## config.mk

```make
export PLATFORM = sky130hd
export DESIGN_NAME = match_scoreboard_flat
export DESIGN_NICKNAME = d
export VERILOG_FILES = /design/src/rtl/match_scoreboard_if.sv /design/src/rtl/match_scoreboard.sv /design/src/flat_wrapper.sv
export SDC_FILE = /design/constraint.sdc
export NUM_CORES = 1
export LEC_CHECK = 0
export CAP_MARGIN = 20
export CORE_MARGIN = 4
export CORE_UTILIZATION = 58
export DETAILED_ROUTE_END_ITERATION = 10
export GPL_ROUTABILITY_DRIVEN = 1
export GPL_TIMING_DRIVEN = 0
export PLACE_DENSITY_LB_ADDON = 0.12
export SYNTH_ARGS = -nofsm -noshare
export SYNTH_HDL_FRONTEND = slang
export SYNTH_SLANG_ARGS = --single-unit
```

## constraint.sdc

```tcl
create_clock -name clk -period 4 [get_ports clk]
set_input_delay 0.8 -clock clk [delete_from_list [all_inputs] [get_ports clk]]
set_output_delay 0.8 -clock clk [all_outputs]
set_load 0.03 [all_outputs]
```

## src/rtl/match_scoreboard_if.sv

```systemverilog
// match_scoreboard_if: match control inputs and scoreboard/status outputs
interface match_scoreboard_if #(
  parameter int NUM_TEAMS = 2,
  parameter int SCORE_DIGITS = 2,
  parameter int TIME_DIGITS = 3
);
  logic start;
  logic pause;
  logic overtime_en;
  logic [NUM_TEAMS-1:0] goal;
  logic [4*TIME_DIGITS-1:0] time_bcd;
  logic [NUM_TEAMS*4*SCORE_DIGITS-1:0] score_bcd;
  logic running;
  logic overtime;
  logic time_over;
  logic score_end;
  logic [NUM_TEAMS-1:0] winner;
  modport master (
    output start, pause, overtime_en, goal,
    input time_bcd, score_bcd, running, overtime, time_over, score_end, winner
  );
  modport slave (
    input start, pause, overtime_en, goal,
    output time_bcd, score_bcd, running, overtime, time_over, score_end, winner
  );
endinterface

```

## src/rtl/match_scoreboard.sv

```systemverilog
// match_scoreboard: BCD countdown clock, BCD team scores, overtime and winner resolution
module match_scoreboard #(
  parameter int CLK_HZ = 25_000_000,
  parameter int NUM_TEAMS = 2,
  parameter int SCORE_DIGITS = 2,
  parameter int TIME_DIGITS = 3,
  parameter int MATCH_SECONDS = 120,
  parameter int WIN_SCORE = 5
) (
  input logic clk,
  input logic rst_n,
  match_scoreboard_if.slave bus
);
  localparam int SW = 4 * SCORE_DIGITS;
  localparam int TW = 4 * TIME_DIGITS;
  localparam int PW = CLK_HZ > 1 ? $clog2(CLK_HZ) : 1;
  localparam bit WIN_ON = WIN_SCORE > 0 && WIN_SCORE < 10 ** SCORE_DIGITS;
  function automatic logic [31:0] bcd32(input int v);
    int r;
    logic [31:0] b;
    r = v;
    b = '0;
    for (int d = 0; d < 8; d++) begin
      b[d*4+:4] = 4'(r % 10);
      r = r / 10;
    end
    return b;
  endfunction
  localparam logic [TW-1:0] T_LOAD = TW'(bcd32(MATCH_SECONDS));
  localparam logic [SW-1:0] W_BCD = SW'(bcd32(WIN_SCORE));
  localparam logic [SW-1:0] NINES = {SCORE_DIGITS{4'h9}};
  function automatic logic [SW-1:0] inc(input logic [SW-1:0] v);
    logic [SW-1:0] r;
    logic c;
    r = v;
    c = 1'b1;
    for (int d = 0; d < SCORE_DIGITS; d++) begin
      if (c) begin
        c = r[d*4+:4] == 4'h9;
        r[d*4+:4] = c ? 4'h0 : r[d*4+:4] + 4'h1;
      end
    end
    return v == NINES ? v : r;
  endfunction
  function automatic logic [TW-1:0] dec(input logic [TW-1:0] v);
    logic [TW-1:0] r;
    logic b;
    r = v;
    b = 1'b1;
    for (int d = 0; d < TIME_DIGITS; d++) begin
      if (b) begin
        b = r[d*4+:4] == 4'h0;
        r[d*4+:4] = b ? 4'h9 : r[d*4+:4] - 4'h1;
      end
    end
    return r;
  endfunction
  // one-hot of the team holding the maximum alone; zero when the maximum is shared
  function automatic logic [NUM_TEAMS-1:0] lead(input logic [NUM_TEAMS*SW-1:0] s);
    logic [SW-1:0] mx;
    logic [NUM_TEAMS-1:0] hit;
    mx = '0;
    for (int i = 0; i < NUM_TEAMS; i++) if (s[i*SW+:SW] > mx) mx = s[i*SW+:SW];
    for (int i = 0; i < NUM_TEAMS; i++) hit[i] = s[i*SW+:SW] == mx;
    return (hit & (hit - NUM_TEAMS'(1))) == '0 ? hit : '0;
  endfunction
  typedef enum logic [2:0] {IDLE, RUN, PAUSED, OVERTIME, DONE} state_t;
  state_t state, state_n, ret, ret_n;
  logic [PW-1:0] presc, presc_n;
  logic [TW-1:0] tmr, tmr_n;
  logic [NUM_TEAMS*SW-1:0] score, score_n, scored;
  logic tover, tover_n, send, send_n, hit_win, tick;
  logic [NUM_TEAMS-1:0] winner, winner_n, ldr;
  assign tick = presc == PW'(CLK_HZ - 1);
  assign ldr = lead(scored);
  always_comb begin
    scored = score;
    hit_win = 1'b0;
    for (int i = 0; i < NUM_TEAMS; i++) begin
      if (bus.goal[i]) scored[i*SW+:SW] = inc(score[i*SW+:SW]);
      if (WIN_ON && bus.goal[i] && scored[i*SW+:SW] >= W_BCD) hit_win = 1'b1;
    end
  end
  always_comb begin
    state_n = state;
    ret_n = ret;
    presc_n = presc;
    tmr_n = tmr;
    score_n = score;
    tover_n = tover;
    send_n = send;
    winner_n = '0;
    if (bus.start) begin
      state_n = RUN;
      presc_n = '0;
      tmr_n = T_LOAD;
      score_n = '0;
      tover_n = 1'b0;
      send_n = 1'b0;
    end else begin
      case (state)
        RUN, OVERTIME: begin
          if (bus.pause) begin
            state_n = PAUSED;
            ret_n = state;
          end else begin
            score_n = scored;
            if (state == RUN) begin
              presc_n = tick ? '0 : presc + PW'(1);
              if (tick) tmr_n = dec(tmr);
            end
            // a winning goal outranks the clock running out on the same edge
            if (hit_win || (state == OVERTIME && |bus.goal && ldr != '0)) begin
              state_n = DONE;
              send_n = 1'b1;
            end else if (state == RUN && tick && tmr == TW'(1)) begin
              state_n = (ldr == '0 && bus.overtime_en) ? OVERTIME : DONE;
              tover_n = !(ldr == '0 && bus.overtime_en);
            end
          end
        end
        PAUSED: state_n = bus.pause ? PAUSED : ret;
        DONE: winner_n = lead(score);
        default: ;
      endcase
    end
  end
  always_ff @(posedge clk or negedge rst_n) begin
    if (!rst_n) begin
      state <= IDLE;
      ret <= IDLE;
      presc <= '0;
      tmr <= '0;
      score <= '0;
      tover <= 1'b0;
      send <= 1'b0;
      winner <= '0;
    end else begin
      state <= state_n;
      ret <= ret_n;
      presc <= presc_n;
      tmr <= tmr_n;
      score <= score_n;
      tover <= tover_n;
      send <= send_n;
      winner <= winner_n;
    end
  end
  assign bus.time_bcd = tmr;
  assign bus.score_bcd = score;
  assign bus.running = state == RUN || state == OVERTIME;
  assign bus.overtime = state == OVERTIME;
  assign bus.time_over = tover;
  assign bus.score_end = send;
  assign bus.winner = winner;
endmodule

```

## src/flat_wrapper.sv

```systemverilog
// flat-port wrapper written by rule: the top's interface ports become plain ports
module match_scoreboard_flat 
#(
  parameter int CLK_HZ = 25_000_000,
  parameter int NUM_TEAMS = 2,
  parameter int SCORE_DIGITS = 2,
  parameter int TIME_DIGITS = 3,
  parameter int MATCH_SECONDS = 120,
  parameter int WIN_SCORE = 5
)
  (clk, rst_n, bus_start, bus_pause, bus_overtime_en, bus_goal, bus_time_bcd, bus_score_bcd, bus_running, bus_overtime, bus_time_over, bus_score_end, bus_winner);
  match_scoreboard_if #(.NUM_TEAMS(NUM_TEAMS), .SCORE_DIGITS(SCORE_DIGITS), .TIME_DIGITS(TIME_DIGITS)) bus_i ();
  input logic clk;
  input logic rst_n;
  input wire logic [$bits(bus_i.start)-1:0] bus_start;
  input wire logic [$bits(bus_i.pause)-1:0] bus_pause;
  input wire logic [$bits(bus_i.overtime_en)-1:0] bus_overtime_en;
  input wire logic [$bits(bus_i.goal)-1:0] bus_goal;
  output wire logic [$bits(bus_i.time_bcd)-1:0] bus_time_bcd;
  output wire logic [$bits(bus_i.score_bcd)-1:0] bus_score_bcd;
  output wire logic [$bits(bus_i.running)-1:0] bus_running;
  output wire logic [$bits(bus_i.overtime)-1:0] bus_overtime;
  output wire logic [$bits(bus_i.time_over)-1:0] bus_time_over;
  output wire logic [$bits(bus_i.score_end)-1:0] bus_score_end;
  output wire logic [$bits(bus_i.winner)-1:0] bus_winner;
  assign bus_i.start = bus_start;
  assign bus_i.pause = bus_pause;
  assign bus_i.overtime_en = bus_overtime_en;
  assign bus_i.goal = bus_goal;
  assign bus_time_bcd = bus_i.time_bcd;
  assign bus_score_bcd = bus_i.score_bcd;
  assign bus_running = bus_i.running;
  assign bus_overtime = bus_i.overtime;
  assign bus_time_over = bus_i.time_over;
  assign bus_score_end = bus_i.score_end;
  assign bus_winner = bus_i.winner;
  match_scoreboard #(.CLK_HZ(CLK_HZ), .NUM_TEAMS(NUM_TEAMS), .SCORE_DIGITS(SCORE_DIGITS), .TIME_DIGITS(TIME_DIGITS), .MATCH_SECONDS(MATCH_SECONDS), .WIN_SCORE(WIN_SCORE)) u_core (.clk(clk), .rst_n(rst_n), .bus(bus_i));
endmodule
```

==> metrics.md <==
| Metric | Value |
|---|---|
| Outcome | complete, no violations |
| Syn avg cell area | roughly 8.6 sq um |
| Layout fillers | slightly below 600 |
| Post-synth EDFFs | 0 |
| DPL Wire Length | around 8400 um |
| Initial antenna violation count | 0 |
| FF-to-FF setup slack | approximately 0.62 ns |
| Final Hold Vio Count | 0 |
| CP max FO | 10 |
| Mapped Area | 4430 sq um |
| Clock Path Buffers | 2 |
| Crit end category | register |
| Io pins | a little over 40 |
| GRT Overall Usage | 27.7% |
| Commonest non-fill, non-tap cells in the layout | 63 x dfrtp_1, 48 x nor2_1, 44 x nand2_1 |
| WP data required | 4.24 ns |
| Max IR drop VDD | 0.000449 V |
| Setup bufs post-CTS | 0 |
| Crit path max-delay family | simple AND/OR/NAND/NOR gates |
| Synthesized net count | roughly 540 |
| Post-Synthesis Cells | 515 |
| CP bufs+invs | 2 |
| Register area share after synthesis | about 36% |
| Die width | 95.4 um |
| Vias | about 4200 |
| Initial DRT Pass Iterations | 5 |
| Launch point of the worst reg-to-reg path | u_core.bus.score_bcd[5] |
| Worst Path Arrival | 3.63 ns |
| Area grow syn2layout | 16.5% |
| WL/cell | 17.5 um |
| Hold path endpoint | u_core.ret[0] |
| Slew HR | between 40% and 50% |
| Pin count of the biggest net entering global routing | 64 |
| Clock transition at path regs | about 0.08 ns |
| GPL Wtd Cong | about 0.9 |
| Count of cell types in the netlist | 72 |
| Critical path class | in -> reg |
| Post-CTS resize count | 0 |
| Worst Min Path Start | u_core.ret[0] |
| CTS Sinks | 63 |
| Die area | 9100 sq um |
| WHS Path Cells | 1 |
| RSZ-0062 raised after global routing | false |
| R2r endpoint | u_core.state[1] |
| CTS tree | built |
| Max-slew violations | 0 |
| H-tree Lvls | 3 |
| CORE AREA | 7330 sq um |
| Final critical-path share of the clock period | between 80% and 90% |
| DRC | 0 |
| Total CTS buffers | 9 |
| Cell Chain, Critical Path | clkdlybuf4s50_1, buf_2, nand2_1, a211o_1, and3_1, nor4_1, nand4b_1, o221ai_1, and4_1, nor4_1, a221o_1 |
| Slowest stage delay, CP | 0.48 ns |
| Initial core utilization | 60.4% |
| Pwr Density | 461 nW/um^2 |
| Share of cells above drive strength 1 | 10.2% |
| Hold_buf cts | 0 |
| Clock period minus worst slack | 3.39 ns |
| Non-Filler Instances | 669 |
| Antenna cells | 0 |
| Rows | 31 |
| LEAKAGE | 0.00219 uW |
| Ys async rst share | 100% |
| Syn. warnings | 0 |
| Ys flop type | dfrtp_1 |
| Root Buffer | clkbuf_8 |
| Util after Layout | 70.4% |
| Power Total | 2380 uW |
| Most frequent CP cell | nor4_1 |
| IO Port Bufs | 39 |
| DR vias/cell | approximately 6.3 |
| Most common cell after layout, fill and taps aside | dfrtp_1 |
| Worst slack, placed | 0.387 ns |
| Total Nets Final | just under 600 |
| Vias in the first global route | 4145 |
| Multi-input combinational cell area | approximately 2600 sq um |
| #FFs+latches synth | 63 |
| Post-Place Cells | 653 |
| Grt ovf | 0 |
| Hold crit path type | reg -> reg |
| DRT antenna net count | 0 |
| Register area | 1580 sq um |
| Startpoint class of the critical path | input pin |
| Post-Route WL | around 12000 um |
| Max-cap violation count | 0 |
| Skew final | approximately 0.01 ns |
| F_max | 0.295 GHz |
| Die Height | 95.4 um |
| Setup_tns | 0 ns |
| R2R depth | 12 |
| Global-route wire length before repair | 19700 um |
| # setup viols final | 0 |
| Initial DRC Count | 248 |
| Worst-Margin Slew | around 0.80 ns |
| Post-route setup slack | 0.609 ns |
| Clock Latency Late Sink | approximately 0.35 ns |
| Slowest stage cell on the critical path | clkdlybuf4s50_1 |
flip-flops by register name, summed over array words and instances, names as in the netlist:
name / count
u_core.bus.time_over: 1
u_core.state: 3
u_core.ret: 3
u_core.bus.time_bcd: 12
u_core.presc: 25
u_core.bus.score_end: 1
u_core.bus.winner: 2
u_core.bus.score_bcd: 16
where the power goes:
part           switching (uW)  internal [uW]  leakage [uW]
Sequential                111            717      0.000845
Combinational             566            381       0.00125
Clock                     266            339      0.000101
synthesized netlist by cell type (6+ instances only):
cell type	n	area, sq um
dfrtp_1	63	1580
nor2_1	48	180
nand2_1	44	165
o21ai_0	42	210
a21oi_1	24	120
inv_1	23	86.3
nand3_1	21	105
ha_1	20	250
nor3_1	15	75.1
xnor2_1	15	131
a31oi_1	12	75.1
clkbuf_1	12	45.0
a211oi_1	11	82.6
nand4_1	11	68.8
xor2_1	11	96.3
buf_2	10	50.1
nor2b_1	8	50.1
and3_1	7	43.8
o31ai_1	7	52.6
or3_1	7	43.8
a21o_1	6	45.0
and2_1	6	37.5
mux2i_1	6	60.1
nand2b_1	6	37.5
per-layer routing:
layer / share of wire, % / vias up / routed length (um) / GRT usage [%]
li1: - / 1947 / - / -
met1: 41 / 2061 / 4850 / 34.0
met2: 50 / 172 / 5920 / 46.9
met3: 4.8 / 37 / 569 / 5.45
met4: 3.3 / 0 / 392 / 13.0
met5: 0 / - / 0 / 0
how the worst max path moves through the flow:
| stage | slack, ns | to | startpoint | depth (start not counted) |
|---|---|---|---|---|
| detailed placement | 0.39 | u_core.state[1] | bus_goal[0] | 11 |
| global route | 0.37 | u_core.bus.winner[0] | u_core.bus.score_bcd[0] | 15 |
| floorplan | 0.89 | u_core.state[1] | u_core.bus.score_bcd[5] | 12 |
| finish | 0.61 | u_core.state[1] | bus_goal[0] | 11 |
| CTS | 0.66 | u_core.state[1] | bus_goal[0] | 11 |
| global placement | 0.08 | u_core.bus.score_bcd[1] | rst_n | 1 |
worst register-to-register path, delay by kind of cell (launching register included):
family,cells,cell delay [ns]
buffers and inverters,2,0.48
AO/OA/AOI/OAI,3,0.61
AND/OR/NAND/NOR,6,1.53
flip-flops,1,0.41
adder cells (fa/ha/maj),1,0.25
cell type report:
type                    count  area share (%)
clock inverters             4            1.02
plain buffers              31            3.18
repair buffers             39            7.52
flip-flops and latches     63            30.6
well taps                  99            2.40
multi-input cells         398            50.5
inverters                  23            1.67
clock buffers              12            3.20
per-stage QoR:
step | cell area, sq um | hold slack [ns]
after global placement | 4940 | 0.463
after CTS | 5160 | 0.487
final | 5160 | 0.489
after detailed placement | 4940 | 0.468
after global routing | 5160 | 0.505
after floorplan | 4430 | 0.439
cells by family (layout without fill, tap and decap cells):
| family | count (synthesis) | after routing | synth area share [%] |
|---|---|---|---|
| flops | 63 | 63 | 35.6 |
| simple gates | 214 | 214 | 26.6 |
| compound gates | 129 | 129 | 18.9 |
| mux | 7 | 7 | 1.61 |
| buf+inv | 54 | 109 | 5.65 |
| fa+ha+maj | 20 | 20 | 5.65 |
| xor+xnor | 28 | 28 | 6.02 |
No activity file was read; power rests on OpenSTA's default activity.
